===== config.mk =====
export PLATFORM = sky130hd
export DESIGN_NAME = mul_sched_flat
export DESIGN_NICKNAME = d
export VERILOG_FILES = /design/src/rtl/mul_sched_pkg.sv /design/src/rtl/mul_sched_if.sv /design/src/rtl/mul_sched_rr_arbiter.sv /design/src/rtl/mul_sched.sv /design/src/flat_wrapper.sv
export SDC_FILE = /design/constraint.sdc
export NUM_CORES = 1
export LEC_CHECK = 0
export BUFFER_PORTS_ARGS = -buffer_cell sky130_fd_sc_hd__buf_2
export CAP_MARGIN = 20
export CORE_UTILIZATION = 38
export CTS_CLUSTER_DIAMETER = 60
export DETAILED_ROUTE_END_ITERATION = 6
export PLACE_DENSITY = 0.6
export SYNTH_ARGS = -nofsm -noshare
export SYNTH_HDL_FRONTEND = slang
export SYNTH_SLANG_ARGS = --single-unit

===== constraint.sdc =====
create_clock -name clk -period 6.7 [get_ports clk]
set_input_delay 1.005 -clock clk [delete_from_list [all_inputs] [get_ports clk]]
set_output_delay 1.005 -clock clk [all_outputs]
set_load 0.005 [all_outputs]

===== src/rtl/mul_sched_pkg.sv =====
// Shared types and defaults for the round-robin multiplier scheduler.
`timescale 1ns/1ps
package mul_sched_pkg;

    localparam int DEF_WIDTH   = 4;
    localparam int DEF_NREQ    = 4;
    localparam int DEF_TIMEOUT = 15;

    typedef enum logic [1:0] {
        ST_IDLE  = 2'd0,
        ST_ISSUE = 2'd1,
        ST_WAIT  = 2'd2,
        ST_RESP  = 2'd3
    } state_t;

    // Index width for n requesters; never narrower than one bit.
    function automatic int id_w(input int n);
        return (n > 1) ? $clog2(n) : 1;
    endfunction

endpackage


===== src/rtl/mul_sched_if.sv =====
// Request/response channels between client logic and the multiplier scheduler.
`timescale 1ns/1ps
interface mul_sched_if
    import mul_sched_pkg::*;
#(
    parameter int WIDTH = DEF_WIDTH,
    parameter int NREQ  = DEF_NREQ,
    parameter int IDW   = id_w(NREQ)
) ();

    logic [NREQ-1:0]       req_valid;
    logic [NREQ-1:0]       req_ready;
    logic [NREQ*WIDTH-1:0] req_a;
    logic [NREQ*WIDTH-1:0] req_b;
    logic                  resp_valid;
    logic                  resp_ready;
    logic [IDW-1:0]        resp_id;
    logic [2*WIDTH-1:0]    resp_o;
    logic                  resp_err;

    modport master (
        output req_valid, req_a, req_b, resp_ready,
        input  req_ready, resp_valid, resp_id, resp_o, resp_err
    );

    modport slave (
        input  req_valid, req_a, req_b, resp_ready,
        output req_ready, resp_valid, resp_id, resp_o, resp_err
    );

endinterface


===== src/rtl/mul_sched_rr_arbiter.sv =====
// Rotating-priority arbiter: first asserted request at or above the pointer, wrapping.
`timescale 1ns/1ps
module rr_arbiter
    import mul_sched_pkg::*;
#(
    parameter  int NREQ = DEF_NREQ,
    localparam int IDW  = id_w(NREQ)
) (
    input  logic [NREQ-1:0] i_req,
    input  logic [IDW-1:0]  i_ptr,
    output logic [NREQ-1:0] o_grant,
    output logic [IDW-1:0]  o_id,
    output logic            o_any
);

    localparam int SW = IDW + 1;

    logic [SW-1:0]  w_sum;
    logic [IDW-1:0] w_idx;

    // NOTE: every output gets a default before the loop so no latch is inferred.
    always_comb begin
        o_grant = '0;
        o_id    = '0;
        o_any   = 1'b0;
        w_sum   = '0;
        w_idx   = '0;
        for (int off = 0; off < NREQ; off++) begin
            w_sum = {1'b0, i_ptr} + SW'(off);
            if (w_sum >= SW'(NREQ)) begin
                w_sum = w_sum - SW'(NREQ);
            end
            w_idx = w_sum[IDW-1:0];
            if (!o_any && i_req[w_idx]) begin
                o_grant[w_idx] = 1'b1;
                o_id           = w_idx;
                o_any          = 1'b1;
            end
        end
    end

endmodule


===== src/rtl/mul_sched.sv =====
// Shares one external sequential multiplier between NREQ requesters with a done watchdog.
`timescale 1ns/1ps
module mul_sched
    import mul_sched_pkg::*;
#(
    parameter int WIDTH   = DEF_WIDTH,
    parameter int NREQ    = DEF_NREQ,
    parameter int TIMEOUT = DEF_TIMEOUT
) (
    input  logic               clk,
    input  logic               rst_n,
    mul_sched_if.slave         bus,
    output logic               mul_in_valid,
    output logic [WIDTH-1:0]   mul_a,
    output logic [WIDTH-1:0]   mul_b,
    input  logic [2*WIDTH-1:0] mul_o,
    input  logic               mul_out_valid
);

    localparam int IDW = id_w(NREQ);
    localparam int WDW = $clog2(TIMEOUT + 1);

    state_t r_state, w_next_state;

    logic [IDW-1:0]     r_ptr, r_id;
    logic [WIDTH-1:0]   r_a, r_b;
    logic [WDW-1:0]     r_wd;
    logic [2*WIDTH-1:0] r_resp_o;
    logic               r_resp_err, r_resp_valid, r_mul_in_valid;

    logic [NREQ-1:0]  w_grant, w_req_ready;
    logic [IDW-1:0]   w_gnt_id;
    logic             w_any, w_zero, w_wd_expire;
    logic [WIDTH-1:0] w_sel_a, w_sel_b;
    logic             w_grant_fire, w_done_fire, w_tmo_fire, w_resp_fire;

    rr_arbiter #(.NREQ(NREQ)) u_arb (
        .i_req   (bus.req_valid),
        .i_ptr   (r_ptr),
        .o_grant (w_grant),
        .o_id    (w_gnt_id),
        .o_any   (w_any)
    );

    always_comb begin
        w_sel_a = '0;
        w_sel_b = '0;
        for (int i = 0; i < NREQ; i++) begin
            if (w_gnt_id == IDW'(i)) begin
                w_sel_a = bus.req_a[i*WIDTH +: WIDTH];
                w_sel_b = bus.req_b[i*WIDTH +: WIDTH];
            end
        end
    end

    assign w_zero      = (w_sel_a == '0) || (w_sel_b == '0);
    assign w_wd_expire = (r_wd == WDW'(TIMEOUT - 1));

    // NOTE: sequential state uses non-blocking assignments so all flops update together.
    always_ff @(posedge clk or negedge rst_n) begin
        if (!rst_n) begin
            r_state <= ST_IDLE;
        end else begin
            r_state <= w_next_state;
        end
    end

    always_comb begin
        w_next_state = r_state;
        case (r_state)
            ST_IDLE:  if (w_any) w_next_state = w_zero ? ST_RESP : ST_ISSUE;
            ST_ISSUE: w_next_state = ST_WAIT;
            ST_WAIT:  if (mul_out_valid || w_wd_expire) w_next_state = ST_RESP;
            ST_RESP:  if (bus.resp_ready) w_next_state = ST_IDLE;
            default:  w_next_state = ST_IDLE;
        endcase
    end

    // A done pulse in the watchdog's last cycle still wins over the timeout.
    always_comb begin
        w_req_ready  = '0;
        w_grant_fire = 1'b0;
        w_done_fire  = 1'b0;
        w_tmo_fire   = 1'b0;
        w_resp_fire  = 1'b0;
        case (r_state)
            ST_IDLE: begin
                w_req_ready  = w_grant;
                w_grant_fire = w_any;
            end
            ST_WAIT: begin
                w_done_fire = mul_out_valid;
                w_tmo_fire  = !mul_out_valid && w_wd_expire;
            end
            ST_RESP: w_resp_fire = bus.resp_ready;
            default: ;
        endcase
    end

    always_ff @(posedge clk or negedge rst_n) begin
        if (!rst_n) begin
            r_ptr          <= '0;
            r_id           <= '0;
            r_a            <= '0;
            r_b            <= '0;
            r_wd           <= '0;
            r_resp_o       <= '0;
            r_resp_err     <= 1'b0;
            r_resp_valid   <= 1'b0;
            r_mul_in_valid <= 1'b0;
        end else begin
            r_mul_in_valid <= (w_next_state == ST_ISSUE);
            r_resp_valid   <= (w_next_state == ST_RESP);
            if (w_grant_fire) begin
                r_id       <= w_gnt_id;
                r_a        <= w_sel_a;
                r_b        <= w_sel_b;
                r_resp_o   <= '0;
                r_resp_err <= 1'b0;
            end
            if (w_done_fire) r_resp_o <= mul_o;
            if (w_tmo_fire) r_resp_err <= 1'b1;
            if (r_state == ST_ISSUE) begin
                r_wd <= '0;
            end else if (r_state == ST_WAIT) begin
                r_wd <= r_wd + 1'b1;
            end
            if (w_resp_fire) begin
                r_ptr <= (r_id == IDW'(NREQ - 1)) ? '0 : r_id + 1'b1;
            end
        end
    end

    assign bus.req_ready  = w_req_ready;
    assign bus.resp_valid = r_resp_valid;
    assign bus.resp_id    = r_id;
    assign bus.resp_o     = r_resp_o;
    assign bus.resp_err   = r_resp_err;
    assign mul_in_valid   = r_mul_in_valid;
    assign mul_a          = r_a;
    assign mul_b          = r_b;

endmodule

===== src/flat_wrapper.sv =====
// flat-port wrapper written by rule: the top's interface ports become plain ports
module mul_sched_flat import mul_sched_pkg::*;
#(
    parameter int WIDTH   = DEF_WIDTH,
    parameter int NREQ    = DEF_NREQ,
    parameter int TIMEOUT = DEF_TIMEOUT
)
  (clk, rst_n, mul_in_valid, mul_a, mul_b, mul_o, mul_out_valid, bus_req_valid, bus_req_a, bus_req_b, bus_resp_ready, bus_req_ready, bus_resp_valid, bus_resp_id, bus_resp_o, bus_resp_err);
  mul_sched_if #(.WIDTH(WIDTH), .NREQ(NREQ)) bus_i ();
  input  logic clk;
  input  logic rst_n;
  output logic mul_in_valid;
  output logic [WIDTH-1:0] mul_a;
  output logic [WIDTH-1:0] mul_b;
  input  logic [2*WIDTH-1:0] mul_o;
  input  logic mul_out_valid;
  input wire logic [$bits(bus_i.req_valid)-1:0] bus_req_valid;
  input wire logic [$bits(bus_i.req_a)-1:0] bus_req_a;
  input wire logic [$bits(bus_i.req_b)-1:0] bus_req_b;
  input wire logic [$bits(bus_i.resp_ready)-1:0] bus_resp_ready;
  output wire logic [$bits(bus_i.req_ready)-1:0] bus_req_ready;
  output wire logic [$bits(bus_i.resp_valid)-1:0] bus_resp_valid;
  output wire logic [$bits(bus_i.resp_id)-1:0] bus_resp_id;
  output wire logic [$bits(bus_i.resp_o)-1:0] bus_resp_o;
  output wire logic [$bits(bus_i.resp_err)-1:0] bus_resp_err;
  assign bus_i.req_valid = bus_req_valid;
  assign bus_i.req_a = bus_req_a;
  assign bus_i.req_b = bus_req_b;
  assign bus_i.resp_ready = bus_resp_ready;
  assign bus_req_ready = bus_i.req_ready;
  assign bus_resp_valid = bus_i.resp_valid;
  assign bus_resp_id = bus_i.resp_id;
  assign bus_resp_o = bus_i.resp_o;
  assign bus_resp_err = bus_i.resp_err;
  mul_sched #(.WIDTH(WIDTH), .NREQ(NREQ), .TIMEOUT(TIMEOUT)) u_core (.clk(clk), .rst_n(rst_n), .bus(bus_i), .mul_in_valid(mul_in_valid), .mul_a(mul_a), .mul_b(mul_b), .mul_o(mul_o), .mul_out_valid(mul_out_valid));
endmodule

==> impl_metrics.csv, run 1 <==
group,metric,value,unit
run_status,status,"completed",
clocking,cts.clk_slew.worst_paths,0.06,ns
timing,fin_crit_sh,63.6,%
layout,fillers,556,
timing,whs,0.473,ns
drt,ant_nets,0,
synth,ys_types,52,
floorplan,core_region_area,0.00564,mm^2
power_and_ir_drop,power_leakage,1.34,nW
placement,numPortBuffers,72,
setup_path,reg2reg_to,"u_core.bus.resp_valid",
layout,multi_input_area,0.00145,mm^2
global_routing,overflow,0,
synth,yosys-top-cells-area,"dfrtp_1 32%, nand2_1 9.5%, ha_1 7.7%, o21ai_0 6.8%, mux2i_1 4.8%",
timing,setup_viol,0,
drt,first_pass_iters,5,
worst_hold_path,worstHoldPathCells,2,
clocking,cts_sinks,29,
setup_path,cpPeakStageDelay,0.64,ns
layout,drive_gt1_share,29.1,%
setup_path,end_kind,"output port",
layout,ff_latch_area,726,um^2
drt,wire_per_inst,14.4,um
worst_hold_path,hp-start,"u_core.mul_b[1]",
timing,rsz0062_at_grt,"no",
timing,period_minus_slack,4.26,ns
floorplan,num_rows,27,
timing,fmax,235,MHz
clocking,cts_buffer_depth,2,
drt,drtIter0Drc,139,
setup_path,slowest_stage,"dfrtp_1",
synth,yosysMostFrequentCell,"nand2_1",
timing,tightestPinTransition,0.875,ns
timing,fin_setup_tns,0,ns
setup_path,critPathKind,"register to output port",
layout,areaGrowthSynthToFinish,20.1,%
timing,finalHoldViolations,0,
global_routing,grt_pass1_wl,9150,um
synth,yosysSeqAreaShare,31.7,%
synth,synth-seq-cells,29,
synth,synthCells,269,
clocking,tritoncts,"yes",
synth,synth_nets,331,
setup_path,path_delay_family,"flip-flops",
drt,via_count,2207,
synth,synth.avg_cell_area,8.51,um^2
layout,stdcell_count,405,
clocking,post-cts-setup-buffers,0,
timing,slew_headroom,41.5,%
placement,dp_hpwl,4290,um
global_routing,antenna_found_initial,0,
floorplan,die_w,79.6,um
layout,antennaDiodeCount,0,
setup_path,rr_startpoint,"u_core.r_ptr[0]",
setup_path,worstPathRequired,5.69,ns
placement,dp_slack,2.76,ns
timing,setup_ws,2.44,ns
synth,synth_area,0.00229,mm^2
setup_path,worst-path-max-fanout,17,
power_and_ir_drop,powerDensity,468,mW/mm^2
clocking,htreeDepth,2,
setup_path,worst-path-buf-inv,3,
drt,routed_wl,5810,um
setup_path,arrival,3.26,ns
timing,fin_skew,0.00577,ns
placement,routabilityCongestion,0.847,
global_routing,track_usage,18.6,%
worst_hold_path,worstHoldEndpoint,"u_core.mul_b[1]",
layout,postLayoutCellArea,0.00275,mm^2
setup_path,path_cells,"buf_4, inv_2, ha_1, mux4_2, nor2_1, and4_1, a22oi_1, o21ai_0, and2_1, buf_2",
global_routing,grt_max_degree,30,
clocking,hold_buffers,0,
synth,ys_async_sr_fraction,100,%
clocking,clockRootBuffer,"clkbuf_8",
drt,drc,0,
floorplan,io_pins,73,
synth,synth_top_area_share,31.7,%
synth,synth_edf_count,0,
clocking,cts_resized,0,
setup_path,rrSetupSlack,2.87,ns
timing,slew_viol_final,0,
layout,nNetsFinal,394,
power_and_ir_drop,irDropWorstVdd,218,uV
job,drv_cap,0,
floorplan,chipHeight,79.6,um
worst_hold_path,hp-class,"register to register",
placement,dpl-instance-area,0.00267,mm^2
clocking,clk_latency,0.27,ns
synth,ys.flop_type,"dfrtp_1",
floorplan,start_util,40.6,%
setup_path,cp-start-kind,"register",
setup_path,rr_worst_depth,9,
clocking,cts-buffers-inserted,5,
global_routing,grt_pass1_vias,1933,
synth,yosysWarnings,0,
placement,place_inst,397,
synth,synth_common_cells,"58 x nand2_1, 31 x o21ai_0, 29 x dfrtp_1",
floorplan,die_area,0.00634,mm^2
drt,viasPerCell,5.45,
synth,post-synth-top-area-cell,"dfrtp_1",
-- worst reg2reg max path: stages (launching register included) --
cell and delay [ns]:
dfrtp_1 0.64, buf_4 0.33, inv_2 0.14, ha_1 0.54, mux4_2 0.51, nand2b_4 0.15
o2bb2ai_4 0.24, mux4_2 0.59, o311ai_2 0.40, a32o_1 0.23
-- power breakdown --
group          leakage, nW  total (mW)  internal, mW  switching (mW)
Clock               0.0450       0.136        0.0718          0.0642
Combinational        0.921       0.824         0.346           0.478
Sequential           0.370       0.326         0.256          0.0702
-- cells in the final DEF, fill, tap and decap left out, types with 3 or more instances in the layout --
master	netlist	final
and2_1	6	6
mux4_2	3	3
clkbuf_8	0	5
buf_2	7	72
o211ai_1	3	3
nor3_1	3	3
nand2_1	58	58
ha_1	14	14
inv_1	9	9
dfrtp_1	29	29
mux2i_1	11	11
o31ai_1	5	5
a21oi_1	6	6
mux2_2	3	3
o21bai_1	3	3
nand3_1	6	6
a22oi_1	8	8
a211oi_1	3	3
nor2b_1	3	3
nor2_1	11	11
o21ai_0	31	31
a31oi_1	4	4
-- layout make-up --
| class | instances | area share, % |
|---|---|---|
| inverters | 10 | 1.37 |
| multi-input cells | 213 | 52.6 |
| clock buffers | 6 | 2.64 |
| flip-flops and latches | 29 | 26.4 |
| repair buffers | 73 | 13.4 |
| well taps | 72 | 3.28 |
| clock inverters | 2 | 0.364 |
-- registers in the layout, summed over array words and instances, names as in the netlist, 2 cells and up --
signal              flops
u_core.r_wd             4
u_core.mul_a            4
u_core.mul_b            4
u_core.bus.resp_id      2
u_core.r_ptr            2
u_core.r_state          2
u_core.bus.resp_o       8
-- worst max path at each step --
stage / depth (start not counted) / start / to / slack (ns)
detailed placement: 10 / u_core.r_ptr[0] / bus_req_ready[2] / 2.76
CTS: 10 / u_core.r_ptr[0] / bus_req_ready[3] / 2.44
global route: 10 / u_core.r_ptr[0] / bus_req_ready[1] / 2.23
floorplan: 8 / bus_req_valid[0] / bus_req_ready[0] / 3.20
finish: 10 / u_core.r_ptr[0] / bus_req_ready[3] / 2.44
global placement: 10 / u_core.r_ptr[0] / bus_req_ready[1] / 2.76
-- through the flow --
stage	utilization (%)	power, mW
CTS	48.7	1.30
global placement	47.3	1.15
finish	48.7	1.29
floorplan	-	0.938
detailed placement	47.3	1.15
global route	48.7	1.41
-- logic make-up (layout without fill, tap and decap cells) --
logic type	Yosys count	after routing	share of synthesized area [%]
compound gates	80	80	24.8
flops	29	29	31.7
simple gates	101	101	20.9
buf+inv	27	91	5.14
fa+ha+maj	14	14	7.65
mux	18	18	9.73
-- layer usage --
metal	part of all wire [%]	track usage [%]	wire [um]
met1	46	26.3	2690
met3	8.7	4.00	507
met5	0	0	0
met2	44	29.1	2570
met4	0.74	4.00	43
(Power assumes the default switching activity.)
==> run 2, diff against run 1 <==
Clock period 6.7 ns to 4.25 ns, I/O delays scaled along.
==> run 2 against run 1 <==
Against the previous run:
- clock skew up 0.0014 ns
- critical path depth shrank 1
- combinational power rose by 61%
- sequential cell count unchanged
- final area rose by 0.55%
- first-iteration DRC count up 42%
- worst hold slack worse by 0.086 ns
- core utilization is 0.27 points higher
- final cell count up 0.49%
- wire length grew 1.1%
- worst setup slack got worse by 1.8 ns
- sequential power rose by 54%
==> impl_metrics.csv, run 2 (same netlist as run 1, synthesis figures left out) <==
group,metric,value,unit
clocking,htreeDepth,2,
clocking,cts.clk_slew.worst_paths,0.07,ns
global_routing,antenna_found_initial,0,
layout,nNetsFinal,396,
setup_path,rr_startpoint,"u_core.r_ptr[0]",
timing,slew_headroom,43.1,%
timing,fmax,275,MHz
layout,largest_reg_flops,8,
clocking,clockRootBuffer,"clkbuf_8",
layout,final_util,49.0,%
drt,ant_nets,0,
timing,tightestPinTransition,0.852,ns
floorplan,io_pins,73,
clocking,post-cts-setup-buffers,0,
placement,routabilityCongestion,0.854,
clocking,cts-buffers-inserted,5,
drt,routed_wl,5880,um
power_and_ir_drop,p_total,2.05,mW
setup_path,end_kind,"output port",
timing,fin_skew,0.00721,ns
timing,rsz0062_at_grt,"no",
timing,slew_viol_final,0,
drt,via_count,2244,
placement,dp_hpwl,4410,um
setup_path,arrival,2.99,ns
timing,whs,0.387,ns
layout,drive_gt1_share,29.6,%
job,drv_cap,0,
global_routing,grt-busiest-layer,"met2",
layout,antennaDiodeCount,0,
floorplan,die_w,79.6,um
global_routing,overflow,0,
setup_path,critPathKind,"register to output port",
floorplan,chipHeight,79.6,um
timing,finalHoldViolations,0,
drt,drtIter0Drc,198,
placement,numPortBuffers,72,
floorplan,num_rows,27,
global_routing,grt_max_degree,30,
timing,setup_viol,0,
setup_path,rr_worst_depth,8,
drt,wire_per_inst,14.4,um
global_routing,grt_pass1_wl,9430,um
global_routing,met1_usage,27.2,%
power_and_ir_drop,powerDensity,741,mW/mm^2
layout,final_common_cell,"buf_2",
power_and_ir_drop,power_leakage,1.35,nW
floorplan,start_util,40.6,%
setup_path,reg2reg_to,"u_core.bus.resp_valid",
setup_path,cp-start-kind,"register",
clocking,clk_latency,0.28,ns
layout,postLayoutCellArea,0.00276,mm^2
setup_path,worstPathRequired,3.61,ns
run_status,status,"completed",
worst_hold_path,hp-class,"primary input to asynchronous set/reset pin",
power_and_ir_drop,irDropWorstVdd,356,uV
timing,setup_ws,0.619,ns
layout,areaGrowthSynthToFinish,20.8,%
global_routing,grt_pass1_vias,1999,
layout,stdcell_count,407,
floorplan,core_region_area,0.00564,mm^2
timing,fin_crit_sh,85.4,%
global_routing,use_met2,28.4,%
floorplan,die_area,0.00634,mm^2
clocking,hold_buffers,0,
timing,period_minus_slack,3.63,ns
clocking,tritoncts,"yes",
global_routing,track_usage,19.0,%
setup_path,rrSetupSlack,0.71,ns
clocking,cts_buffer_depth,2,
drt,viasPerCell,5.51,
placement,place_inst,399,
clocking,cts_sinks,29,
placement,dpl-instance-area,0.00268,mm^2
clocking,cts_resized,0,
timing,fin_setup_tns,0,ns
placement,dp_slack,0.742,ns
global_routing,grtUsageMet3,4.69,%
layout,final_cell_mix,"72 x buf_2, 58 x nand2_1, 31 x o21ai_0, 29 x dfrtp_1, 14 x ha_1",
setup_path,worst-path-max-fanout,11,
drt,first_pass_iters,5,
drt,drc,0,
[run 2: critical path: stages, from the launching register on]
cell and delay, ns:
dfrtp_1 0.63, inv_2 0.17, ha_1 0.56, mux4_2 0.51
nor2_1 0.12, and4_1 0.29, a22oi_1 0.08, o21ai_0 0.09
and2_1 0.15, buf_2 0.11
[run 2: how the worst max path moves through the flow]
| stage | slack [ns] | endpoint | cells past startpoint | from |
|---|---|---|---|---|
| 4_1_cts | 0.62 | bus_req_ready[3] | 9 | u_core.r_ptr[0] |
| 2_1_floorplan | 1.09 | u_core.bus.resp_valid | 11 | u_core.r_ptr[0] |
| 6_report | 0.62 | bus_req_ready[3] | 9 | u_core.r_ptr[0] |
| 3_3_place_gp | 0.81 | u_core.bus.resp_valid | 7 | bus_req_valid[3] |
| 5_1_grt | 0.38 | bus_req_ready[3] | 9 | u_core.r_ptr[0] |
| 3_5_place_dp | 0.74 | u_core.bus.resp_valid | 8 | u_core.r_ptr[0] |
[run 2: area by class of cell]
type                            instances  area, um^2
Tap cell                               72        90.1
Clock inverter                          2        10.0
Fill cell                             564        2880
Multi-Input combinational cell        213        1450
Clock buffer                            6        72.6
Timing Repair Buffer                   75         383
Sequential cell                        29         726
Inverter                               10        37.5
[run 2: where the power goes]
group          internal [mW]  switching (mW)
combinational          0.561           0.767
sequential             0.404          0.0970
clock                  0.113           0.105
[run 2: layer usage]
| layer | part of all wire [%] | wire length (um) | up-vias |
|---|---|---|---|
| li1 | - | - | 1099 |
| met1 | 48 | 2790 | 1056 |
| met2 | 43 | 2550 | 83 |
| met3 | 8.4 | 492 | 6 |
| met4 | 0.77 | 45 | 0 |
| met5 | 0 | 0 | - |
==> run 3, diff against run 2 <==
Settings changed: PLACE_DENSITY 0.6 to 0.73.
Clock period 4.25 ns to 4.2 ns, I/O delays scaled along.
==> run 3 against run 2 <==
Against the previous run:
- final cell count decreased by 0.25%
- clock skew decreased by 0.0035 ns
- sequential power increased by 4%
- die area did not move
- first-iteration DRC count down 35%
- critical path depth unchanged
- critical path type unchanged
==> impl_metrics.csv, run 3 (same netlist as run 1, synthesis figures left out) <==
group,metric,value,unit
run_status,status,"completed",
timing,period_minus_slack,3.62,ns
clocking,cts_buffer_depth,2,
setup_path,cpPeakStageDelay,0.61,ns
layout,nNetsFinal,395,
clocking,cts.clk_slew.worst_paths,0.07,ns
clocking,post-cts-setup-buffers,0,
setup_path,arrival,2.99,ns
clocking,htreeDepth,2,
drt,via_count,2184,
clocking,clk_latency,0.28,ns
clocking,clockRootBuffer,"clkbuf_8",
power_and_ir_drop,power_leakage,1.36,nW
timing,tightestPinTransition,0.858,ns
clocking,cts-buffers-inserted,5,
clocking,hold_buffers,0,
worst_hold_path,hp-class,"primary input to asynchronous set/reset pin",
floorplan,die_w,79.6,um
setup_path,path_cells,"inv_2, ha_1, mux4_2, nor2_1, and4_1, a22oi_1, o21ai_0, and2_1, buf_2",
global_routing,overflow,0,
timing,fin_setup_tns,0,ns
floorplan,num_rows,27,
global_routing,grt_max_degree,30,
timing,fin_skew,0.00372,ns
setup_path,worst-path-max-fanout,13,
layout,final_cell_mix,"72 x buf_2, 58 x nand2_1, 31 x o21ai_0, 29 x dfrtp_1, 14 x ha_1",
layout,fillers,549,
placement,numPortBuffers,72,
drt,ant_nets,0,
floorplan,die_area,0.00634,mm^2
layout,areaGrowthSynthToFinish,22.7,%
clocking,cts_resized,0,
setup_path,worstPathRequired,3.57,ns
layout,final_common_cell,"buf_2",
timing,slew_viol_final,0,
timing,fmax,276,MHz
placement,routabilityCongestion,0.856,
global_routing,grt_pass1_wl,9150,um
setup_path,cp-start-kind,"register",
clocking,cts_sinks,29,
layout,largest_reg_flops,8,
global_routing,antenna_found_initial,0,
global_routing,grt_pass1_vias,1971,
drt,drtIter0Drc,129,
layout,final_util,49.8,%
setup_path,end_kind,"output port",
power_and_ir_drop,powerDensity,782,mW/mm^2
drt,wire_per_inst,14.2,um
drt,routed_wl,5760,um
timing,rsz0062_at_grt,"no",
floorplan,start_util,40.6,%
timing,setup_viol,0,
setup_path,critPathKind,"register to output port",
timing,slew_headroom,42.6,%
drt,viasPerCell,5.38,
layout,antennaDiodeCount,0,
floorplan,chipHeight,79.6,um
placement,dp_slack,0.737,ns
clocking,tritoncts,"yes",
job,drv_cap,0,
drt,first_pass_iters,4,
timing,setup_ws,0.580,ns
floorplan,io_pins,73,
drt,drc,0,
floorplan,core_region_area,0.00564,mm^2
timing,fin_crit_sh,86.2,%
setup_path,slowest_stage,"dfrtp_1",
layout,drive_gt1_share,29.6,%
global_routing,track_usage,18.5,%
power_and_ir_drop,irDropWorstVdd,295,uV
placement,dp_hpwl,4340,um
timing,finalHoldViolations,0,
run 3: cell types whose count changed in the layout (fill, tap and decap cells not counted), sizes merged:
cell,delta
buf,-1
bufinv,+2
clkbuf,-1
clkinv,-1
run 3: layout make-up:
cell class	count	area (um^2)	share of cell area (%)
clock buffer	5	68.8	2.45
clock inverter	3	65.1	2.32
inverter	10	37.5	1.34
multi-input combinational	213	1450	51.5
sequential	29	726	25.8
tap	72	90.1	3.21
timing repair buffer	74	375	13.4
run 3: through the flow:
stage,hold WS (ns),std cells,power (mW),cell area [um^2]
floorplan,0.334,269,1.50,2290
global route,0.432,406,2.37,2810
detailed placement,0.464,398,1.85,2670
CTS,0.396,406,2.21,2810
global placement,0.461,398,1.82,2670
finish,0.369,406,2.19,2810
run 3: path summary, 6_finish.rpt:
path | cells after the start | startpoint | end | slack [ns]
min in group clk | 2 | u_core.mul_a[1] | u_core.mul_a[1] | 0.48
max in group asynchronous | 1 | rst_n | u_core.r_wd[1] | 3.40
hold / removal | 1 | rst_n | u_core.bus.resp_o[1] | 0.37
hold reg to reg | 2 | u_core.mul_a[1] | u_core.mul_a[1] | 0.48
setup / recovery | 9 | u_core.r_ptr[0] | bus_req_ready[0] | 0.58
setup reg to reg | 8 | u_core.r_ptr[0] | u_core.bus.resp_valid | 0.75
run 3: critical path, delay by kind of cell, from the launching register on:
kind | cells | cell delay [ns]
flops | 1 | 0.61
compound gates | 2 | 0.22
mux | 1 | 0.50
fa+ha+maj | 1 | 0.53
buf+inv | 2 | 0.27
simple gates | 3 | 0.58
run 3: where the power goes:
group | switching (mW) | internal, mW | leakage [nW]
clock | 0.114 | 0.236 | 0.0681
sequential | 0.110 | 0.408 | 0.370
combinational | 0.765 | 0.562 | 0.926
total | 0.989 | 1.21 | 1.36
run 3: metal layers:
layer  global-route usage, %  vias to the layer above  share of wire [%]
met4                    6.36                        0                1.4
met3                    3.09                        7                6.4
li1                        -                     1099                  -
met1                    24.7                      996                 46
met5                       0                        -                  0
met2                    30.0                       82                 46
